File: config.mk
export PLATFORM = sky130hd
export DESIGN_NAME = music_score_player
export DESIGN_NICKNAME = d
export VERILOG_FILES = /design/src/rtl/music_pkg.sv /design/src/rtl/music_score_rom.sv /design/src/rtl/music_score_player.sv
export SDC_FILE = /design/constraint.sdc
export NUM_CORES = 1
export LEC_CHECK = 0
export ABC_AREA = 1
export CAP_MARGIN = 0
export CORE_AREA = 8 8 110 92
export DETAILED_ROUTE_END_ITERATION = 7
export DIE_AREA = 0 0 118 100
export GPL_TIMING_DRIVEN = 0
export PLACE_DENSITY = 0.58
export SYNTH_ARGS = -nofsm -noshare
export SYNTH_HDL_FRONTEND = slang
export SYNTH_SLANG_ARGS = --single-unit
File: constraint.sdc
create_clock -name clk -period 3.7 [get_ports clk]
set_input_delay 0.555 -clock clk [delete_from_list [all_inputs] [get_ports clk]]
set_output_delay 0.555 -clock clk [all_outputs]
set_load 0.05 [all_outputs]
File: src/rtl/music_pkg.sv
// Shared score-entry format and note codes for the tone path
// (score player, note-to-period lookup, beeper).
package music_pkg;

  localparam int NOTE_W   = 5;
  localparam int DUR_W    = 3;
  localparam int ENTRY_W  = NOTE_W + DUR_W;
  localparam int NOTE_MSB = 7;
  localparam int NOTE_LSB = 3;
  localparam int DUR_MSB  = 2;
  localparam int DUR_LSB  = 0;

  localparam logic [NOTE_W-1:0] NOTE_REST = 5'd0;
  localparam logic [NOTE_W-1:0] NOTE_END  = 5'd31;

  localparam logic [NOTE_W-1:0] L1 = 5'd1;
  localparam logic [NOTE_W-1:0] L2 = 5'd2;
  localparam logic [NOTE_W-1:0] L3 = 5'd3;
  localparam logic [NOTE_W-1:0] L4 = 5'd4;
  localparam logic [NOTE_W-1:0] L5 = 5'd5;
  localparam logic [NOTE_W-1:0] L6 = 5'd6;
  localparam logic [NOTE_W-1:0] L7 = 5'd7;
  localparam logic [NOTE_W-1:0] M1 = 5'd8;
  localparam logic [NOTE_W-1:0] M2 = 5'd9;
  localparam logic [NOTE_W-1:0] M3 = 5'd10;
  localparam logic [NOTE_W-1:0] M4 = 5'd11;
  localparam logic [NOTE_W-1:0] M5 = 5'd12;
  localparam logic [NOTE_W-1:0] M6 = 5'd13;
  localparam logic [NOTE_W-1:0] M7 = 5'd14;
  localparam logic [NOTE_W-1:0] H1 = 5'd15;
  localparam logic [NOTE_W-1:0] H2 = 5'd16;
  localparam logic [NOTE_W-1:0] H3 = 5'd17;
  localparam logic [NOTE_W-1:0] H4 = 5'd18;
  localparam logic [NOTE_W-1:0] H5 = 5'd19;
  localparam logic [NOTE_W-1:0] H6 = 5'd20;
  localparam logic [NOTE_W-1:0] H7 = 5'd21;

  typedef enum logic {
    S_IDLE,
    S_PLAY
  } state_e;

  function automatic logic entry_is_end(input logic [ENTRY_W-1:0] e);
    return e[NOTE_MSB:NOTE_LSB] == NOTE_END;
  endfunction

  // Unassigned codes (above H7, including END) sound as rest.
  function automatic logic [NOTE_W-1:0] entry_note(input logic [ENTRY_W-1:0] e);
    logic [NOTE_W-1:0] raw;
    raw = e[NOTE_MSB:NOTE_LSB];
    return (raw > H7) ? NOTE_REST : raw;
  endfunction

  function automatic logic [DUR_W-1:0] entry_dur(input logic [ENTRY_W-1:0] e);
    return e[DUR_MSB:DUR_LSB];
  endfunction

endpackage

File: src/rtl/music_score_rom.sv
// Combinational score ROM. VARIANT selects the built-in score:
// 0 = production tune, 1 = short test score, 2 = END at entry 0.
module music_score_rom
  import music_pkg::*;
#(
  parameter int ADDR_W  = 6,
  parameter int VARIANT = 0
) (
  input  logic [ADDR_W-1:0]  addr_i,
  output logic [ENTRY_W-1:0] data_o
);

  always_comb begin
    data_o = {NOTE_END, 3'd0};
    if (VARIANT == 1) begin
      case (int'(addr_i))
        0:       data_o = {M1, 3'd1};
        1:       data_o = {M5, 3'd0};
        2:       data_o = {NOTE_REST, 3'd0};
        default: data_o = {NOTE_END, 3'd0};
      endcase
    end else if (VARIANT == 2) begin
      case (int'(addr_i))
        0:       data_o = {NOTE_END, 3'd0};
        1:       data_o = {M5, 3'd1};
        default: data_o = {NOTE_END, 3'd0};
      endcase
    end else begin
      case (int'(addr_i))
        0:       data_o = {M1, 3'd1};
        1:       data_o = {M1, 3'd1};
        2:       data_o = {M5, 3'd1};
        3:       data_o = {M5, 3'd1};
        4:       data_o = {M6, 3'd1};
        5:       data_o = {M6, 3'd1};
        6:       data_o = {M5, 3'd3};
        7:       data_o = {M4, 3'd1};
        8:       data_o = {M4, 3'd1};
        9:       data_o = {M3, 3'd1};
        10:      data_o = {M3, 3'd1};
        11:      data_o = {M2, 3'd1};
        12:      data_o = {M2, 3'd1};
        13:      data_o = {M1, 3'd3};
        14:      data_o = {NOTE_REST, 3'd3};
        default: data_o = {NOTE_END, 3'd0};
      endcase
    end
  end

endmodule

File: src/rtl/music_score_player.sv
// Walks the score ROM and drives the registered note code `choose`,
// with play/pause, stop, optional looping and an end-of-note silence gap.
module music_score_player
  import music_pkg::*;
#(
  parameter int CLK_HZ      = 12_000_000,
  parameter int UNIT_HZ     = 8,
  parameter int GAP_CYC     = 120_000,
  parameter int ADDR_W      = 6,
  parameter int SCORE_LEN   = 64,
  parameter int CNT_W       = 24,
  parameter int ROM_VARIANT = 0
) (
  input  logic              clk,
  input  logic              rst_n,
  input  logic              play,
  input  logic              stop,
  input  logic              loop_en,
  output logic [NOTE_W-1:0] choose,
  output logic [ADDR_W-1:0] addr,
  output logic              busy,
  output logic              done
);

  localparam logic [CNT_W-1:0]  UNIT_CYC  = CNT_W'(CLK_HZ / UNIT_HZ);
  localparam logic [CNT_W-1:0]  GAP_LEN   = CNT_W'(GAP_CYC);
  localparam logic [ADDR_W-1:0] LAST_ADDR = ADDR_W'(SCORE_LEN - 1);

  state_e              state_q, state_d;
  logic [ADDR_W-1:0]   addr_q, addr_d;
  logic [CNT_W-1:0]    cnt_q, cnt_d;
  logic [NOTE_W-1:0]   choose_q, choose_d;
  logic                done_q, done_d;

  logic [ENTRY_W-1:0]  cur_entry, nxt_entry, first_entry;
  logic [ADDR_W-1:0]   nxt_addr;
  logic [CNT_W-1:0]    note_len, cnt_inc;
  logic                score_over;

  assign nxt_addr = addr_q + ADDR_W'(1);

  // Separate read ports for the current, following and first entries so a
  // note change (or loop restart) loads the new note on the same edge.
  music_score_rom #(.ADDR_W(ADDR_W), .VARIANT(ROM_VARIANT)) u_rom_cur (
    .addr_i (addr_q),
    .data_o (cur_entry)
  );

  music_score_rom #(.ADDR_W(ADDR_W), .VARIANT(ROM_VARIANT)) u_rom_nxt (
    .addr_i (nxt_addr),
    .data_o (nxt_entry)
  );

  music_score_rom #(.ADDR_W(ADDR_W), .VARIANT(ROM_VARIANT)) u_rom_first (
    .addr_i ('0),
    .data_o (first_entry)
  );

  assign note_len   = (CNT_W'(entry_dur(cur_entry)) + CNT_W'(1)) * UNIT_CYC;
  assign cnt_inc    = cnt_q + CNT_W'(1);
  assign score_over = (addr_q == LAST_ADDR) || entry_is_end(nxt_entry);

  always_ff @(posedge clk or negedge rst_n) begin
    if (!rst_n) begin
      state_q  <= S_IDLE;
      addr_q   <= '0;
      cnt_q    <= '0;
      choose_q <= NOTE_REST;
      done_q   <= 1'b0;
    end else begin
      state_q  <= state_d;
      addr_q   <= addr_d;
      cnt_q    <= cnt_d;
      choose_q <= choose_d;
      done_q   <= done_d;
    end
  end

  always_comb begin
    state_d  = state_q;
    addr_d   = addr_q;
    cnt_d    = cnt_q;
    choose_d = choose_q;
    done_d   = 1'b0;
    if (stop) begin
      state_d  = S_IDLE;
      addr_d   = '0;
      cnt_d    = '0;
      choose_d = NOTE_REST;
    end else begin
      case (state_q)
        S_IDLE: begin
          choose_d = NOTE_REST;
          if (play) begin
            if (entry_is_end(cur_entry)) begin
              done_d = 1'b1;
              addr_d = '0;
            end else begin
              state_d  = S_PLAY;
              cnt_d    = '0;
              choose_d = entry_note(cur_entry);
            end
          end
        end
        S_PLAY: begin
          if (!play) begin
            choose_d = NOTE_REST;
          end else if (cnt_q == note_len - CNT_W'(1)) begin
            cnt_d = '0;
            if (!score_over) begin
              addr_d   = nxt_addr;
              choose_d = entry_note(nxt_entry);
            end else if (loop_en && !entry_is_end(first_entry)) begin
              addr_d   = '0;
              choose_d = entry_note(first_entry);
            end else begin
              state_d  = S_IDLE;
              addr_d   = '0;
              choose_d = NOTE_REST;
              done_d   = 1'b1;
            end
          end else begin
            // choose tracks the count it will sit beside after this edge.
            cnt_d    = cnt_inc;
            choose_d = (cnt_inc < note_len - GAP_LEN) ? entry_note(cur_entry) : NOTE_REST;
          end
        end
        default: begin
          state_d  = S_IDLE;
          addr_d   = '0;
          cnt_d    = '0;
          choose_d = NOTE_REST;
        end
      endcase
    end
  end

  always_comb begin
    busy   = (state_q != S_IDLE);
    choose = choose_q;
    addr   = addr_q;
    done   = done_q;
  end

endmodule

Word level (Yosys, flattened, before mapping)
Memory sizes are Yosys's and may differ from the RTL's.
Cells that the tools add are included.
W data, S select, Z words.
{"block": "totals", "mem_bits_ro": 336, "output_inout_bits": 13, "n_memories": 3, "register_bits": 37}
{"name": "(name not given)", "depth": 16, "width": 7, "rd": 1, "rd_ports_with_merged_regs": 0, "wr": 0, "line": "music_score_rom.sv:29", "source": "case (int'(addr_i))"}
{"name": "(name not given)", "depth": 16, "width": 7, "rd": 1, "rd_ports_with_merged_regs": 0, "wr": 0, "line": "music_score_rom.sv:29"}
{"name": "(name not given)", "depth": 16, "width": 7, "rd": 1, "rd_ports_with_merged_regs": 0, "wr": 0, "line": "music_score_rom.sv:29"}
{"block": "op_classes", "multipliers": 1, "n_bitwise": 1, "n_eq_ne": 10, "n_addsub": 5, "mux": 43, "n_reduce_logical": 7, "order_cmp": 4}
{"cell": "$mux W24", "count": 5}
{"cell": "$mux W5", "count": 11}
{"cell": "$pmux W24 S2", "count": 1}
{"cell": "$mux W6", "count": 6}
{"cell": "$add A24 B1 Y24 const B", "count": 1}
{"cell": "$eq A24 B24 Y1", "count": 1}
{"cell": "$lt A24 B24 Y1", "count": 1}
{"cell": "$sub A24 B1 Y24 const B", "count": 1}
{"cell": "$sub A24 B17 Y24 const B", "count": 1}
{"cell": "$mul A4 B16 Y19 const B", "count": 1}
{"cell": "$mux W8", "count": 2}
{"cell": "$eq A5 B5 Y1 const B", "count": 3}
{"cell": "$gt A5 B5 Y1 const B", "count": 3}
{"cell": "$mux W1", "count": 14}
{"cell": "$ne A3 B3 Y1 const B", "count": 4}
{"cell": "$pmux W6 S2", "count": 1}
{"cell": "$pmux W5 S2", "count": 1}
{"cell": "$add A6 B1 Y6 const B", "count": 1}
{"cell": "$eq A6 B6 Y1 const B", "count": 1}
{"cell": "$add A3 B1 Y4 const B", "count": 1}
{"cell": "$logic_not A2 Y1", "count": 2}
{"cell": "$pmux W1 S2", "count": 2}
{"cell": "$reduce_and A4 Y1", "count": 1}
{"cell": "$ne A3 B2 Y1 const B", "count": 1}
{"cell": "5 further kinds", "count": 5}

Longest topological paths before layout
{"block": "depth", "word_depth": 11, "mapped_depth": 23, "depth_no_buf": 22}

Hierarchy
From an unflattened synthesis, not the netlist that was laid out.
{"block": "unflattened", "hier_cells": 956, "area_unflattened_um2": 5878.1}
{"module": "music_score_player", "seq_area_each_um2": 925.9, "cells_each": 860, "instances": 1, "area_each_um2": 5371.4}
{"module": "music_score_rom (u_rom_first ...)", "seq_area_each_um2": 0.0, "cells_each": 32, "instances": 2, "area_each_um2": 170.2}
{"module": "music_score_rom (u_rom_cur)", "seq_area_each_um2": 0.0, "cells_each": 32, "instances": 1, "area_each_um2": 166.4}

Worst setup path before layout
No wires, ideal clock.
{"block": "synth_timing", "kind": "register -> register", "start": "reg addr_q[0] (netlist: addr[0])", "end": "reg addr_q[0] (netlist: addr[0])", "arrival_time_ns": 3.463, "stages_incl_launch_ff": 21, "path_buffers": 1, "synth_period_minus_slack_ns": 3.586, "setup_time_ns": 0.123, "setup_slack_ns": 0.114, "cell_sequence": "dfrtp_1 inv_1 ha_1 o21ai_0 nand3_1 ha_1 buf_4 inv_4 nand2_2 o21ai_0 ha_1 a21oi_1 nand4_1 nand2_1 nand3_1 nor2_2 nand2_4 nand2_4 nand3_4 nand2_1 o21ai_1"}
{"block": "synth_via", "elab_chain_cells": 10}
{"element": "start: declaration", "line": "music_score_player.sv:30", "source": "logic [ADDR_W-1:0] addr_q, addr_d;"}
{"element": "start signal: assignment", "line": "music_score_player.sv:72", "source": "addr_q <= addr_d;"}
{"element": "branches (longest 10 deep; another with $sub A24 B1 Y24)"}
Several ways; the timed one is not identified. The select of a mux whose other input is x is not followed.
A chain may end at the register's enable or synchronous reset.

Worst setup path in the final report
{"block": "layout_timing", "start": "reg addr_q[0] (netlist: addr[0])", "end": "reg choose_q[4] (netlist: choose[4])"}
{"block": "layout_via", "elab_chain_cells": 11}
{"element": "$mem_v2 Z16 W7"}
{"element": "$mux W8", "line": "music_score_rom.sv:29"}
{"element": "$add A3 B1 Y4", "line": "music_score_player.sv:59", "source": "assign note_len = (CNT_W'(entry_dur(cur_entry)) + CNT_W'(1)) * UNIT_CYC;"}
{"element": "$mul A4 B16 Y19", "line": "music_score_player.sv:59"}
{"element": "$sub A24 B17 Y24", "line": "music_score_player.sv:125", "source": "choose_d = (cnt_inc < note_len - GAP_LEN) ? entry_note(cur_entry) : NOTE_REST;"}
{"element": "$lt A24 B24 Y1", "line": "music_score_player.sv:125"}
{"element": "$mux W5", "line": "music_score_player.sv:125"}
{"element": "$mux W5", "line": "music_score_player.sv:108", "source": "end else if (cnt_q == note_len - CNT_W'(1)) begin"}
{"element": "$mux W5", "line": "music_score_player.sv:106", "source": "if (!play) begin"}
{"element": "$pmux W5 S2 *", "line": "music_score_player.sv:91", "source": "case (state_q)"}
{"element": "$mux W5 *", "line": "music_score_player.sv:85", "source": "if (stop) begin"}
{"element": "named net choose_d[4]", "line": "music_score_player.sv:32", "source": "logic [NOTE_W-1:0] choose_q, choose_d;"}
{"element": "end signal: assignment", "line": "music_score_player.sv:74", "source": "choose_q <= choose_d;"}
{"element": "end: declaration", "line": "music_score_player.sv:32"}
The timed path passes the listed nets; every way through them passes the cells marked *.

==> impl_metrics.toml <==
[global_route]
grt.overflow.total = 0
grt_pass1_wl_um = 18300
grt_usage_pct = 19.2
grt_pass1_vias = 3586
antenna_found_initial = 0
grt_start_max_net_pins = 38

[critical_path]
critPathLaunchType = "flop"
required_ps = 3930
cpPeakStageDelay_ps = 440
cp.arrival_ps = 3740
cp_common_cell = "nand2_1"
cp_slowest_cell = "dfrtp_2"
end_kind = "flop"
critPathKind = "flop to flop"
worstPathCellList = "inv_1, ha_1, o21ai_1, nand3_2, buf_4, inv_2, ha_2, inv_1, nand2_1, nand2_1, ha_1, nand2_1, o21ai_0, a21oi_1, nand2_1, a21oi_4, nand3_1, o21ai_0, nand2_1, nand2_1"
cp_max_fo = 5

[timing]
maxSlewViolCount = 0
period_minus_slack_ps = 3510
hold_viol = 0
finalCritPeriodShare_pct = 95.0
worst_pin_slew_ps = 907
setup-violations-final = 0
fmax_mhz = 285
skew_ps = 5.60
rsz0062_at_grt = "false"
tns_ps = 0
maxSlewHeadroom_pct = 39.5

[cts]
cts_made_buffers = 5
insertion_delay_ps = 290
clk_pin_slew_worst_paths_ps = 90
cts_root_buf = "clkbuf_8"
cts_tree = "built"
cts_sinks = 37
clock_path_buffers = 2
cts_hold_buf = 0
htreeDepth = 2

[route]
drc_errors = 0
routed_via_density = 5.34
drtPass1Iterations = 5
ant_nets = 0
routedWlPerCell_um = 16.1
vias = 3767
drt_iter0_drc = 313
drt_wl_total_um = 11400

[synthesis]
ys_seq_area_share_pct = 24.9
synthesis.nets = 599
synthCells = 559
synth_warnings = 0
synth_area_mm2 = 0.00372
synthDistinctLibCells = 32
postSynthAreaPerCell_um2 = 6.65
synth-seq-cells = 37

[place]
dp_hpwl_um = 8760
gp_congestion = 0.918
place_inst = 688
io_buffers = 17

[layout]
n_antenna_cell = 0
drive_gt1_share_pct = 11.1
nets = 632
fin_util_pct = 52.2
fillers = 863
area_delta_synth_final_pct = 16.5
fin_cells = 705

[flow_run]
drv_cap = 0

[floorplanning]
die_h_um = 100
die_w_um = 118
initial_core_util_pct = 44.8
rows = 30
dieArea_mm2 = 0.0118
coreArea_mm2 = 0.00830
ios = 18

[power]
p_per_area_mw_per_mm2 = 227
ir_worst_vdd_uv = 132
leakagePower_uw = 0.00215

[min_path]
worst_hold_path_type = "input pin to async pin"

[status]
status = "finished, final reports clean"
## state kept, by name, summed over array words and instances, names as in the netlist
name	flops
choose	5
addr	6
done	1
busy	1
cnt_q	24
## critical path: cells and delay by family, from the launching register on
family	cells	cell delay, ps
simple gates	8	880
buf+inv	4	470
flops	1	440
fa+ha+maj	3	800
compound gates	5	870
## repair_timing
action	4_1_cts	5_1_grt
gates cloned	0	1
endpoints found under the setup margin	37	37
endpoints found under the hold margin	0	0
setup buffers	5	4
pin swaps	1	1
resized for setup	8	18
## per-layer routing
layer,vias to the layer above,share of wire (%),global-route usage [%]
li1,1890,-,-
met1,1723,50,28.2
met2,139,41,28.6
met3,15,8.4,3.54
met4,0,1.1,3.93
met5,-,0,0
## logic make-up after synthesis
family                   count (synthesis)  share of synthesized area [%]
AND/OR/NAND/NOR                        292                           35.8
buffers and inverters                   98                           11.1
AO/OA/AOI/OAI                           73                           10.7
flip-flops                              37                           24.9
adder cells (fa/ha/maj)                 35                           11.8
XOR/XNOR                                23                           5.42
multiplexers                             1                          0.269
## power breakdown
part	leakage, µW	internal [µW]	total (µW)	switching, µW
Clock	0.0000687	272	436	164
Combinational	0.00157	40.5	132	91.5
Sequential	0.000509	411	417	5.94
## layout make-up
| type | count | area [µm²] | share of cell area (%) |
|---|---|---|---|
| Inverter | 89 | 343 | 7.92 |
| Multi-Input combinational cell | 425 | 2480 | 57.2 |
| Sequential cell | 37 | 928 | 21.4 |
| Timing Repair Buffer | 26 | 233 | 5.37 |
| Buffer | 8 | 71.3 | 1.65 |
| Tap cell | 112 | 140 | 3.24 |
| Clock buffer | 5 | 68.8 | 1.59 |
| Clock inverter | 3 | 68.8 | 1.59 |
## cell usage in the layout (no fill, tap or decap), types with 6 or more instances in the layout
cell type / count
nand2_1: 146
nor2_1: 45
nand3_1: 46
o21ai_1: 15
o21ai_0: 18
a21oi_1: 17
o22ai_1: 13
dfrtp_1: 35
ha_1: 31
buf_4: 10
nor4_1: 6
clkdlybuf4s50_1: 16
nand4_1: 18
xor2_1: 20
inv_1: 80
nand2_2: 7
## stage by stage
stage / setup WS (ps) / hold slack [ps] / area, µm² / power [µW]
after floorplan: 114 / 259 / 3720 / 498
after global placement: -346 / 498 / 4030 / 543
after detailed placement: -441 / 506 / 4020 / 543
after CTS: 9.74 / 412 / 4230 / 988
after global routing: 14.5 / 454 / 4330 / 1020
final: 186 / 390 / 4330 / 985
## cell usage after synthesis, drive strengths merged
cell type / instances / share of area [%]
dfrtp: 37 / 25
xor2: 21 / 4.9
nor4: 6 / 1.0
nor3: 5 / 0.67
nor2: 53 / 6.0
nand3: 50 / 7.7
o21a: 4 / 0.81
nand3b: 2 / 0.40
buf: 9 / 2.0
and2: 2 / 0.34
ha: 35 / 12
o22ai: 13 / 2.2
o21ai: 33 / 4.4
nand4: 18 / 3.0
o211ai: 3 / 0.61
mux2i: 1 / 0.27
xnor2: 2 / 0.47
a21oi: 20 / 2.7
clkinv: 1 / 0.10
nand2: 155 / 16
inv: 88 / 9.0
and3: 1 / 0.17
## worst paths after layout
kind                                  end  cells after the start  slack [ps]  startpoint
worst max-delay path            choose[4]                     20         190     addr[0]
worst min-delay path            cnt_q[18]                      1         390       rst_n
worst max register to register  choose[4]                     20         190     addr[0]
worst min register to register   cnt_q[0]                      1         510    cnt_q[0]
max in group asynchronous         addr[0]                      1        2690       rst_n
min in group clk                 cnt_q[0]                      1         510    cnt_q[0]
Note: power is estimated with default switching activity, not from simulation.
